<file path="src/rtl/imem_uart_loader_pkg.sv">
// Shared constants for the instruction memory loader and the CPU fetch path.
// Holds the instruction memory geometry, the loader FSM state encoding and the
// error codes reported on err_code.
package imem_uart_loader_pkg;

  // Instruction memory geometry, shared with the CPU fetch path
  localparam int unsigned IMEM_ADDR_W = 10;
  localparam int unsigned IMEM_DATA_W = 16;
  localparam int unsigned IMEM_DEPTH  = 1 << IMEM_ADDR_W;

  // Loader framing defaults
  localparam logic [7:0]  SYNC_BYTE_DEF = 8'hA5;
  localparam int unsigned TIMEOUT_DEF   = 50000;

  // Loader FSM state encoding
  typedef enum logic [2:0] {
    S_IDLE    = 3'd0,
    S_ADDR_HI = 3'd1,
    S_ADDR_LO = 3'd2,
    S_COUNT   = 3'd3,
    S_DATA_HI = 3'd4,
    S_DATA_LO = 3'd5,
    S_CSUM    = 3'd6
  } loader_state_t;

  // Abort reasons reported on err_code
  localparam logic [1:0] ERR_NONE    = 2'd0;
  localparam logic [1:0] ERR_RANGE   = 2'd1;
  localparam logic [1:0] ERR_CSUM    = 2'd2;
  localparam logic [1:0] ERR_TIMEOUT = 2'd3;

  // True when a burst of count words starting at start would run past the top address
  function automatic logic burst_overflows(input logic [31:0] start,
                                           input logic [31:0] count,
                                           input int unsigned aw);
    return (start + count) > (32'd1 << aw);
  endfunction

endpackage

</file>
<file path="src/rtl/imem_uart_loader_byte_timer.sv">
// Inter-byte timer for the loader. Counts clk cycles since the last clear and
// flags expiry once TIMEOUT cycles have elapsed; the count saturates there.
// Ports:
//   clk, reset  clock and asynchronous active-high reset
//   clear       restart the count (byte accepted or loader idle)
//   expired_c   combinational: TIMEOUT cycles have passed without a clear
module loader_byte_timer #(
  parameter int unsigned TIMEOUT = 50000
) (
  input  logic clk,
  input  logic reset,
  input  logic clear,
  output logic expired_c
);

  localparam int unsigned CNT_W = $clog2(TIMEOUT + 1);

  logic [CNT_W-1:0] cnt;

  assign expired_c = (cnt == CNT_W'(TIMEOUT));

  // Saturating cycle counter
  always_ff @(posedge clk or posedge reset) begin
    if (reset) begin
      cnt <= '0;
    end else if (clear) begin
      cnt <= '0;
    end else if (!expired_c) begin
      cnt <= cnt + CNT_W'(1);
    end
  end

endmodule

</file>
<file path="src/rtl/imem_uart_loader.sv">
// Writer side of the instruction memory: parses framed program images from the
// UART byte stream and drives the memory write port, holding the CPU meanwhile.
// Frame: SYNC, ADDR_HI, ADDR_LO, COUNT, COUNT x {DATA_HI, DATA_LO}, CSUM.
// Ports:
//   clk, reset         clock and asynchronous active-high reset
//   rx_data, rx_valid  received byte and its one-cycle strobe
//   wr_en/addr/data    instruction memory write port, one strobe per word
//   cpu_hold           high from SYNC acceptance until frame end
//   load_done          pulse: frame complete with good checksum
//   load_err           pulse: frame aborted; err_code holds the reason
module imem_uart_loader
  import imem_uart_loader_pkg::*;
#(
  parameter int unsigned ADDR_W    = IMEM_ADDR_W,
  parameter logic [7:0]  SYNC_BYTE = SYNC_BYTE_DEF,
  parameter int unsigned TIMEOUT   = TIMEOUT_DEF
) (
  input  logic                   clk,
  input  logic                   reset,
  input  logic [7:0]             rx_data,
  input  logic                   rx_valid,
  output logic                   wr_en,
  output logic [ADDR_W-1:0]      wr_addr,
  output logic [IMEM_DATA_W-1:0] wr_data,
  output logic                   cpu_hold,
  output logic                   load_done,
  output logic                   load_err,
  output logic [1:0]             err_code
);

  loader_state_t state_q, state_d;

  logic [7:0]             sum_q, sum_d;
  logic [ADDR_W-1:0]      ptr_q, ptr_d;
  logic [7:0]             rem_q, rem_d;
  logic [7:0]             hi_q, hi_d;
  logic [7:0]             addr_hi_q, addr_hi_d;
  logic                   wr_en_d;
  logic [ADDR_W-1:0]      wr_addr_d;
  logic [IMEM_DATA_W-1:0] wr_data_d;
  logic                   cpu_hold_d;
  logic                   load_done_d;
  logic                   load_err_d;
  logic [1:0]             err_code_d;

  logic                   abort;
  logic [1:0]             abort_code;
  logic [15:0]            addr_full;
  logic                   timer_expired_c;

  // Timer is held clear while idle so a new frame always starts with a full budget
  loader_byte_timer #(
    .TIMEOUT (TIMEOUT)
  ) u_byte_timer (
    .clk       (clk),
    .reset     (reset),
    .clear     ((state_q == S_IDLE) || rx_valid),
    .expired_c (timer_expired_c)
  );

  assign addr_full = {addr_hi_q, rx_data};

  // State register
  always_ff @(posedge clk or posedge reset) begin
    if (reset) begin
      state_q <= S_IDLE;
    end else begin
      state_q <= state_d;
    end
  end

  // Next-state, datapath and output decode
  always_comb begin
    state_d     = state_q;
    sum_d       = sum_q;
    ptr_d       = ptr_q;
    rem_d       = rem_q;
    hi_d        = hi_q;
    addr_hi_d   = addr_hi_q;
    wr_en_d     = 1'b0;
    wr_addr_d   = wr_addr;
    wr_data_d   = wr_data;
    cpu_hold_d  = cpu_hold;
    load_done_d = 1'b0;
    load_err_d  = 1'b0;
    err_code_d  = err_code;
    abort       = 1'b0;
    abort_code  = ERR_NONE;

    // Running sum covers every byte after SYNC, CSUM included
    if (rx_valid && (state_q != S_IDLE)) begin
      sum_d = sum_q + rx_data;
    end

    unique case (state_q)
      S_IDLE: begin
        if (rx_valid && (rx_data == SYNC_BYTE)) begin
          state_d    = S_ADDR_HI;
          cpu_hold_d = 1'b1;
          sum_d      = 8'h00;
        end
      end
      S_ADDR_HI: begin
        if (rx_valid) begin
          addr_hi_d = rx_data;
          state_d   = S_ADDR_LO;
        end
      end
      S_ADDR_LO: begin
        if (rx_valid) begin
          if ((32'(addr_full) >> ADDR_W) != 32'd0) begin
            abort      = 1'b1;
            abort_code = ERR_RANGE;
          end else begin
            ptr_d   = addr_full[ADDR_W-1:0];
            state_d = S_COUNT;
          end
        end
      end
      S_COUNT: begin
        // Whole-burst range check up front so no write can wrap past the top
        if (rx_valid) begin
          if ((rx_data == 8'h00) ||
              burst_overflows(32'(ptr_q), 32'(rx_data), ADDR_W)) begin
            abort      = 1'b1;
            abort_code = ERR_RANGE;
          end else begin
            rem_d   = rx_data;
            state_d = S_DATA_HI;
          end
        end
      end
      S_DATA_HI: begin
        if (rx_valid) begin
          hi_d    = rx_data;
          state_d = S_DATA_LO;
        end
      end
      S_DATA_LO: begin
        if (rx_valid) begin
          wr_en_d   = 1'b1;
          wr_addr_d = ptr_q;
          wr_data_d = {hi_q, rx_data};
          ptr_d     = ptr_q + ADDR_W'(1);
          rem_d     = rem_q - 8'd1;
          state_d   = (rem_q == 8'd1) ? S_CSUM : S_DATA_HI;
        end
      end
      S_CSUM: begin
        if (rx_valid) begin
          if (sum_d == 8'h00) begin
            load_done_d = 1'b1;
            cpu_hold_d  = 1'b0;
            state_d     = S_IDLE;
          end else begin
            abort      = 1'b1;
            abort_code = ERR_CSUM;
          end
        end
      end
      default: begin
        state_d    = S_IDLE;
        cpu_hold_d = 1'b0;
      end
    endcase

    if ((state_q != S_IDLE) && !rx_valid && timer_expired_c) begin
      abort      = 1'b1;
      abort_code = ERR_TIMEOUT;
    end

    // Abort: already-written words are kept, only the frame is dropped
    if (abort) begin
      state_d    = S_IDLE;
      cpu_hold_d = 1'b0;
      load_err_d = 1'b1;
      err_code_d = abort_code;
    end
  end

  // Datapath and output registers
  always_ff @(posedge clk or posedge reset) begin
    if (reset) begin
      sum_q     <= '0;
      ptr_q     <= '0;
      rem_q     <= '0;
      hi_q      <= '0;
      addr_hi_q <= '0;
      wr_en     <= 1'b0;
      wr_addr   <= '0;
      wr_data   <= '0;
      cpu_hold  <= 1'b0;
      load_done <= 1'b0;
      load_err  <= 1'b0;
      err_code  <= ERR_NONE;
    end else begin
      sum_q     <= sum_d;
      ptr_q     <= ptr_d;
      rem_q     <= rem_d;
      hi_q      <= hi_d;
      addr_hi_q <= addr_hi_d;
      wr_en     <= wr_en_d;
      wr_addr   <= wr_addr_d;
      wr_data   <= wr_data_d;
      cpu_hold  <= cpu_hold_d;
      load_done <= load_done_d;
      load_err  <= load_err_d;
      err_code  <= err_code_d;
    end
  end

endmodule

</file>
<file path="config.mk">
export PLATFORM = sky130hd
export DESIGN_NAME = imem_uart_loader
export DESIGN_NICKNAME = d
export VERILOG_FILES = /design/src/rtl/imem_uart_loader_pkg.sv /design/src/rtl/imem_uart_loader_byte_timer.sv /design/src/rtl/imem_uart_loader.sv
export SDC_FILE = /design/constraint.sdc
export NUM_CORES = 1
export LEC_CHECK = 0
export CAP_MARGIN = 20
export CORE_MARGIN = 10
export CORE_UTILIZATION = 65
export CTS_BUF_LIST = sky130_fd_sc_hd__clkbuf_8
export CTS_CLUSTER_DIAMETER = 30
export DETAILED_ROUTE_END_ITERATION = 10
export PLACE_DENSITY = 0.95
export SLEW_MARGIN = 20
export SYNTH_ARGS = -nofsm -noshare
export SYNTH_HDL_FRONTEND = slang
export SYNTH_SLANG_ARGS = --single-unit
</file>
<file path="constraint.sdc">
create_clock -name clk -period 6.5 [get_ports clk]
set_input_delay 0.975 -clock clk [delete_from_list [all_inputs] [get_ports clk]]
set_output_delay 0.975 -clock clk [all_outputs]
set_load 0.01 [all_outputs]
</file>
==> results.txt, run 1 <==
----------------------------------------------------
[Outcome]
  Outcome ... finished clean

[Placement]
  Dpl cells ... 642
  Port Buffers ... 42
  Half-perimeter wire length after placement ... 9108 um
  Worst slack after detailed placement ... 2.238 ns
  Routability congestion estimate ... 0.9532
  Standard cell area after detailed placement ... 0.005613 mm2

[Clocking]
  Hold-fix buffer count after cts ... 0
  Clock root buffer master ... clkbuf_8
  Maximum root-to-sink buffer count ... 2
  Post-CTS Setup Bufs ... 0
  Worst-path clk slew ... 0.09 ns
  Clock tree from TritonCTS ... built
  CTS H-tree lvls ... 3
  Resized cells post-CTS ... 0
  Number of buffers inserted during clock tree synthesis ... 9
  Insertion delay to the later sink of the worst-skew pair ... 0.37 ns
  CTS sink count ... 93

[STA]
  Final Cycle Share ... 62.56%
  Number of pins exceeding their max-slew limit in the final report ... 0
  Unrepaired setup endpoints after global routing ... no
  Headroom to the max-slew limit ... 40.03%
  Setup TNS Final ... 0 ns
  Slew at the pin with the worst max-slew slack ... 0.8974 ns
  Clock Skew ... 0.01912 ns
  Period minus WS final ... about 4.1 ns
  Fmax ... between 0.2 and 0.25 GHz
  Worst Slack Setup Final ... 2.433 ns
  Setup violation total in the final timing report ... 0
  Smallest hold slack ... 0.4845 ns
  Count of final hold-check violations ... 0

[Floorplanning]
  Num ports ... between 40 and 50
  Die height ... 108.8 um
  Die area ... 0.01184 mm2
  Effective utilization at floorplan ... roughly two thirds
  Placeable core region ... 0.007687 mm2
  Number of cell rows ... 32
  Chip width ... 108.8 um

[Hold path]
  Class of the tightest hold or removal check ... flip-flop to flip-flop
  Worst min-delay path startpoint ... wr_data[1]$_DFFE_PP0P_

[Yosys]
  Fraction of registers with async set or reset after synthesis ... 100.0%
  Post-synth EDFFs ... 0
  Count of synthesis-stage warnings from yosys ... 0
  Sequential cell area fraction in the yosys report ... a little under half
  Main synth FF type ... dfrtp_1
  Number of instances in the synthesized netlist ... 517
  Post-synthesis sequential element count ... 93
  Syn_area_per_cell ... 9.920 um2
  Post-synth net total ... 550
  Combined area of all synthesized cells ... 0.005129 mm2
  Number of distinct library cells after synthesis ... 64

[Detailed routing]
  Antenna viol nets, final ... 0
  Final Routed Wirelength ... 12870 um
  Total iterations of the first detailed-routing run ... 6
  Iteration-0 DRC count of the detailed router ... 544
  Remaining design rule violation count ... 0
  Average detailed-routed wire length per instance ... 19.57 um
  Detail-routed via count per cell ... approximately 6.5
  Routed via count ... 4300

[Layout]
  Share of post-route cells with drive strength above 1 ... 12.23%
  # nets final ... about 600
  Non-filler instance count after layout ... ~660
  Final core occ ... 75.67%
  Leading cell type in the layout, fill and taps excluded ... dfrtp_1
  Ant diodes ... 0
  Highest-count cells in the layout ignoring fill and taps ... dfrtp_1, nor2_1, clkdlybuf4s50_1
  Layout overhead on the synthesized area ... 13.42%
  Final standard cell area without fillers ... a little under 0.006 mm2

[Setup path]
  Crit Reg-Reg Startpoint ... ptr_q[0]$_DFFE_PP0P_
  Data required time at the worst endpoint ... 6.70 ns
  CP Capture Type ... flip-flop
  Arrival time at the worst endpoint ... 4.27 ns
  Launching element type of the critical path ... primary input
  Critical Path Source ... rx_data[0]
  Largest driver fanout on the critical path ... 11
  Critical path start-end classification ... primary input to flip-flop

[Power]
  Power density over the cells ... 386.1 mW/mm2
  VDD IR-drop max ... 0.2620 mV
  Leakage power ... 2.581 nW
  Tot Pwr ... ~2.2 mW

[Global route]
  Via count of the first global-routing pass ... 4374
  Total routing resource utilization after global routing ... between 20% and 30%
  Wire length of the first global-routing pass ... around 22000 um
  Total overflow reported by the global router ... 0
  Antenna violations before repair ... 0
  Maximum number of pins on one net before global-route repair ... 51

[Job]
  Total of max-cap violations ... 0

----------------------------------------------------
## cell usage after synthesis (3+ instances only)
cell | count | area, um2
a21o_1 | 6 | 45.04
a21oi_1 | 21 | 105.1
a22oi_1 | 3 | 22.52
a311oi_1 | 3 | 26.28
a31oi_1 | 11 | 68.82
and3_1 | 13 | 81.33
buf_1 | 3 | 11.26
clkbuf_1 | 18 | 67.56
dfrtp_1 | 93 | 2327
ha_1 | 20 | 250.2
inv_1 | 16 | 60.06
mux2_2 | 38 | 427.9
mux2i_1 | 6 | 60.06
nand2_1 | 34 | 127.6
nand3_1 | 22 | 110.1
nand4_1 | 3 | 18.77
nor2_1 | 59 | 221.5
nor3_1 | 13 | 65.06
nor4_1 | 12 | 75.07
o211ai_1 | 3 | 22.52
o21ai_0 | 34 | 170.2
o31a_1 | 4 | 35.03
o31ai_1 | 3 | 22.52
o41ai_1 | 4 | 35.03
or2_2 | 3 | 18.77
or3_1 | 6 | 37.54
xnor2_1 | 9 | 78.83
xor2_1 | 13 | 113.9
## registers in the layout, summed over array words and instances, names as in the netlist
name / flops
wr_data: 16
hi_q: 8
sum_q: 8
rem_q: 8
u_byte_timer.cnt: 16
wr_addr: 10
addr_hi_q: 8
ptr_q: 10
err_code: 2
load_err: 1
cpu_hold: 1
state_q: 3
wr_en: 1
load_done: 1
## worst paths after layout
check                                                        end  slack [ns]  depth (start not counted)
worst max-delay path                        rem_q[2]$_DFFE_PP0P_        2.43                         12
worst min-delay path                      wr_data[1]$_DFFE_PP0P_        0.48                          2
worst max register to register              rem_q[2]$_DFFE_PP0P_        3.26                         11
worst min register to register            wr_data[1]$_DFFE_PP0P_        0.48                          2
max in group asynchronous                   ptr_q[3]$_DFFE_PP0P_        4.35                          3
min in group asynchronous       u_byte_timer.cnt[13]$_DFFE_PP0N_        1.02                          2
## power by group
| group | leakage (nW) | switching [mW] | internal (mW) | total (mW) |
|---|---|---|---|---|
| clock | 0.103 | 0.217 | 0.180 | 0.397 |
| combinational | 1.24 | 0.517 | 0.415 | 0.932 |
| sequential | 1.23 | 0.179 | 0.738 | 0.917 |
## kinds of logic (layout without fill, tap and decap cells)
| logic type | after synthesis | in the layout | share of synthesized area, % |
|---|---|---|---|
| compound gates | 120 | 120 | 15.86 |
| xor+xnor | 22 | 22 | 3.757 |
| fa+ha+maj | 22 | 22 | 5.660 |
| buf+inv | 39 | 78 | 3.025 |
| flops | 93 | 93 | 45.38 |
| mux | 45 | 45 | 9.734 |
| simple gates | 176 | 176 | 16.59 |
## layout make-up
cell class / instances / area, um2
Clock buffer: 9 / 123.9
Clock inverter: 7 / 75.07
Fill cell: 534 / 1871
Inverter: 16 / 61.31
Multi-Input combinational cell: 385 / 2651
Sequential cell: 93 / 2327
Tap cell: 102 / 127.6
Timing Repair Buffer: 46 / 450.4
## worst max-delay path, cell delays in order
cell             delay [ns]
clkdlybuf4s50_1        0.63
ha_1                   0.26
inv_1                  0.07
fa_1                   0.40
nor2b_1                0.17
o31a_1                 0.21
a21o_1                 0.12
o2111ai_2              0.17
o41ai_2                0.42
nand2_1                0.34
nor4_1                 0.39
a311oi_1               0.09
## metal layers
layer  up-vias  global-route usage (%)  part of all wire (%)  wire, um
met5         -                       0                     0         0
met4         0                   10.55                   3.0       384
met3        41                   4.838                   8.5      1089
met2       210                   37.28                    48      6187
met1      2089                   28.20                    40      5212
li1       1960                       -                     -         -
(Power assumes the default switching activity.)
==> run 2, diff against run 1 <==
--- a/config.mk
+++ b/config.mk
@@ -7,11 +7,11 @@
 export LEC_CHECK = 0
 export CAP_MARGIN = 20
 export CORE_MARGIN = 10
-export CORE_UTILIZATION = 65
+export CORE_UTILIZATION = 60
 export CTS_BUF_LIST = sky130_fd_sc_hd__clkbuf_8
 export CTS_CLUSTER_DIAMETER = 30
 export DETAILED_ROUTE_END_ITERATION = 10
-export PLACE_DENSITY = 0.95
+export PLACE_DENSITY = 0.89
 export SLEW_MARGIN = 20
 export SYNTH_ARGS = -nofsm -noshare
 export SYNTH_HDL_FRONTEND = slang
==> constraint.sdc (replaced) <==
create_clock -name clk -period 4.2 [get_ports clk]
set_input_delay 0.63 -clock clk [delete_from_list [all_inputs] [get_ports clk]]
set_output_delay 0.63 -clock clk [all_outputs]
set_load 0.01 [all_outputs]
==> results.txt, run 2 (same netlist as run 1, synthesis figures left out) <==
----------------------------------------------------
[Setup path]
  Data required time at the worst endpoint ... 4.39 ns
  Arrival time at the worst endpoint ... 3.72 ns
  Critical Path Source ... rx_data[0]
  Crit Reg-Reg Startpoint ... ptr_q[0]$_DFFE_PP0P_
  R2r setup slk ... 1.01 ns
  R2R cell count ... 11
  CP Capture Type ... flip-flop
  Critical R2R Capture ... rem_q[4]$_DFFE_PP0P_
  Largest driver fanout on the critical path ... 11
  Critical path start-end classification ... primary input to flip-flop
  Critical path capture point ... rem_q[4]$_DFFE_PP0P_
  Launching element type of the critical path ... primary input

[Layout]
  Leading cell type in the layout, fill and taps excluded ... dfrtp_1
  Regs by FF count ... u_byte_timer.cnt: 16 flops, wr_data: 16 flops
  Ant diodes ... 0
  Fill count ... 580
  # nets final ... about 600
  Layout overhead on the synthesized area ... 16.03%
  Share of post-route cells with drive strength above 1 ... 13.93%
  Combined area of the multi-input logic cells ... 0.002646 mm2
  Reg area ... 0.002327 mm2
  Highest-count cells in the layout ignoring fill and taps ... dfrtp_1, nor2_1, clkdlybuf4s50_1

[Hold path]
  Worst min-delay path startpoint ... err_code[0]$_DFFE_PP0P_
  Class of the tightest hold or removal check ... flip-flop to flip-flop

[STA]
  Number of pins exceeding their max-slew limit in the final report ... 0
  Unrepaired setup endpoints after global routing ... no
  Setup TNS Final ... 0 ns
  Fmax ... 0.2837 GHz
  Clock Skew ... 0.01092 ns
  Setup violation total in the final timing report ... 0
  Headroom to the max-slew limit ... 51.33%
  Period minus WS final ... 3.525 ns
  Final Cycle Share ... a little over four fifths
  Worst Slack Setup Final ... 0.6747 ns
  Count of final hold-check violations ... 0
  Slew at the pin with the worst max-slew slack ... 0.7300 ns

[Power]
  Power density over the cells ... 606.1 mW/mm2
  VDD IR-drop max ... approximately 0.38 mV
  Leakage power ... 2.654 nW

[Floorplanning]
  Effective utilization at floorplan ... 62.11%
  Chip width ... 112.5 um
  Placeable core region ... 0.008258 mm2
  Num ports ... 43
  Die area ... 0.01265 mm2
  Die height ... about 110 um
  Number of cell rows ... 33

[Clocking]
  Hold-fix buffer count after cts ... 0
  Maximum root-to-sink buffer count ... 2
  Insertion delay to the later sink of the worst-skew pair ... 0.37 ns
  Clock tree from TritonCTS ... built
  Worst-path clk slew ... about 0.09 ns
  Number of buffers inserted during clock tree synthesis ... 9
  Clock root buffer master ... clkbuf_8
  CTS sink count ... 93
  Resized cells post-CTS ... 0
  Post-CTS Setup Bufs ... 0
  CTS H-tree lvls ... 3

[Detailed routing]
  Detail-routed via count per cell ... 6.446
  Remaining design rule violation count ... 0
  Antenna viol nets, final ... 0
  Routed via count ... approximately 4300
  Iteration-0 DRC count of the detailed router ... 410
  Total iterations of the first detailed-routing run ... 5
  Average detailed-routed wire length per instance ... a little under 20 um
  Final Routed Wirelength ... 13140 um

[Global route]
  Wire length of the first global-routing pass ... 21870 um
  Antenna violations before repair ... 0
  Maximum number of pins on one net before global-route repair ... ~40
  Via count of the first global-routing pass ... 4414
  Total routing resource utilization after global routing ... 20.64%
  Total overflow reported by the global router ... 0

[Job]
  Total of max-cap violations ... 0

[Placement]
  Port Buffers ... 42
  Half-perimeter wire length after placement ... 9612 um
  Worst slack after detailed placement ... 0.3796 ns
  Routability congestion estimate ... ~0.93

[Outcome]
  Outcome ... finished clean

----------------------------------------------------
-- run 2: how the worst min path moves through the flow --
| stage | cells past startpoint | to |
|---|---|---|
| 2_1_floorplan | 1 | rem_q[1]$_DFFE_PP0P_ |
| 3_3_place_gp | 1 | err_code[0]$_DFFE_PP0P_ |
| 3_5_place_dp | 1 | rem_q[1]$_DFFE_PP0P_ |
| 4_1_cts | 1 | rem_q[1]$_DFFE_PP0P_ |
| 5_1_grt | 1 | err_code[0]$_DFFE_PP0P_ |
| 6_report | 1 | err_code[0]$_DFFE_PP0P_ |
-- run 2: metrics by stage --
stage / hold slack [ns] / utilization, % / instances / instance area [um2] / power (mW)
5_1_grt: 0.5111 / 72.06 / 672 / 5951 / 3.835
3_3_place_gp: 0.4616 / 69.02 / 656 / 5699 / 2.753
4_1_cts: 0.4983 / 72.06 / 672 / 5951 / 3.592
6_report: 0.4914 / 72.06 / 672 / 5951 / 3.607
3_5_place_dp: 0.4767 / 69.02 / 656 / 5699 / 2.846
2_1_floorplan: 0.4581 / - / 517 / 5129 / 2.408
-- run 2: metal layers --
layer / GRT usage (%) / routed length (um)
met1: 25.25 / 5473
met4: 8.206 / 344
met2: 34.57 / 6555
met5: 0 / 0
met3: 4.526 / 763
-- run 2: layout make-up --
cell class	count	share of cell area, %
inverter	16	1.030
clock inverter	7	2.145
clock buffer	9	2.082
tap	105	2.208
sequential	93	39.11
multi-input combinational	385	44.47
timing repair buffer	57	8.957
-- run 2: report_power, final --
group          switching, mW  internal [mW]
Clock                  0.335          0.405
Combinational          0.787          0.650
Sequential             0.288           1.14
Total                   1.41           2.20
-- run 2: worst max-delay path, stage by stage --
cell	delay [ns]
clkdlybuf4s50_1	0.53
ha_1	0.21
inv_1	0.07
fa_1	0.41
nor2b_1	0.19
o31a_1	0.23
o22ai_1	0.12
xnor2_1	0.20
o41ai_2	0.38
nand2_1	0.31
nor4_1	0.34
a311oi_1	0.10
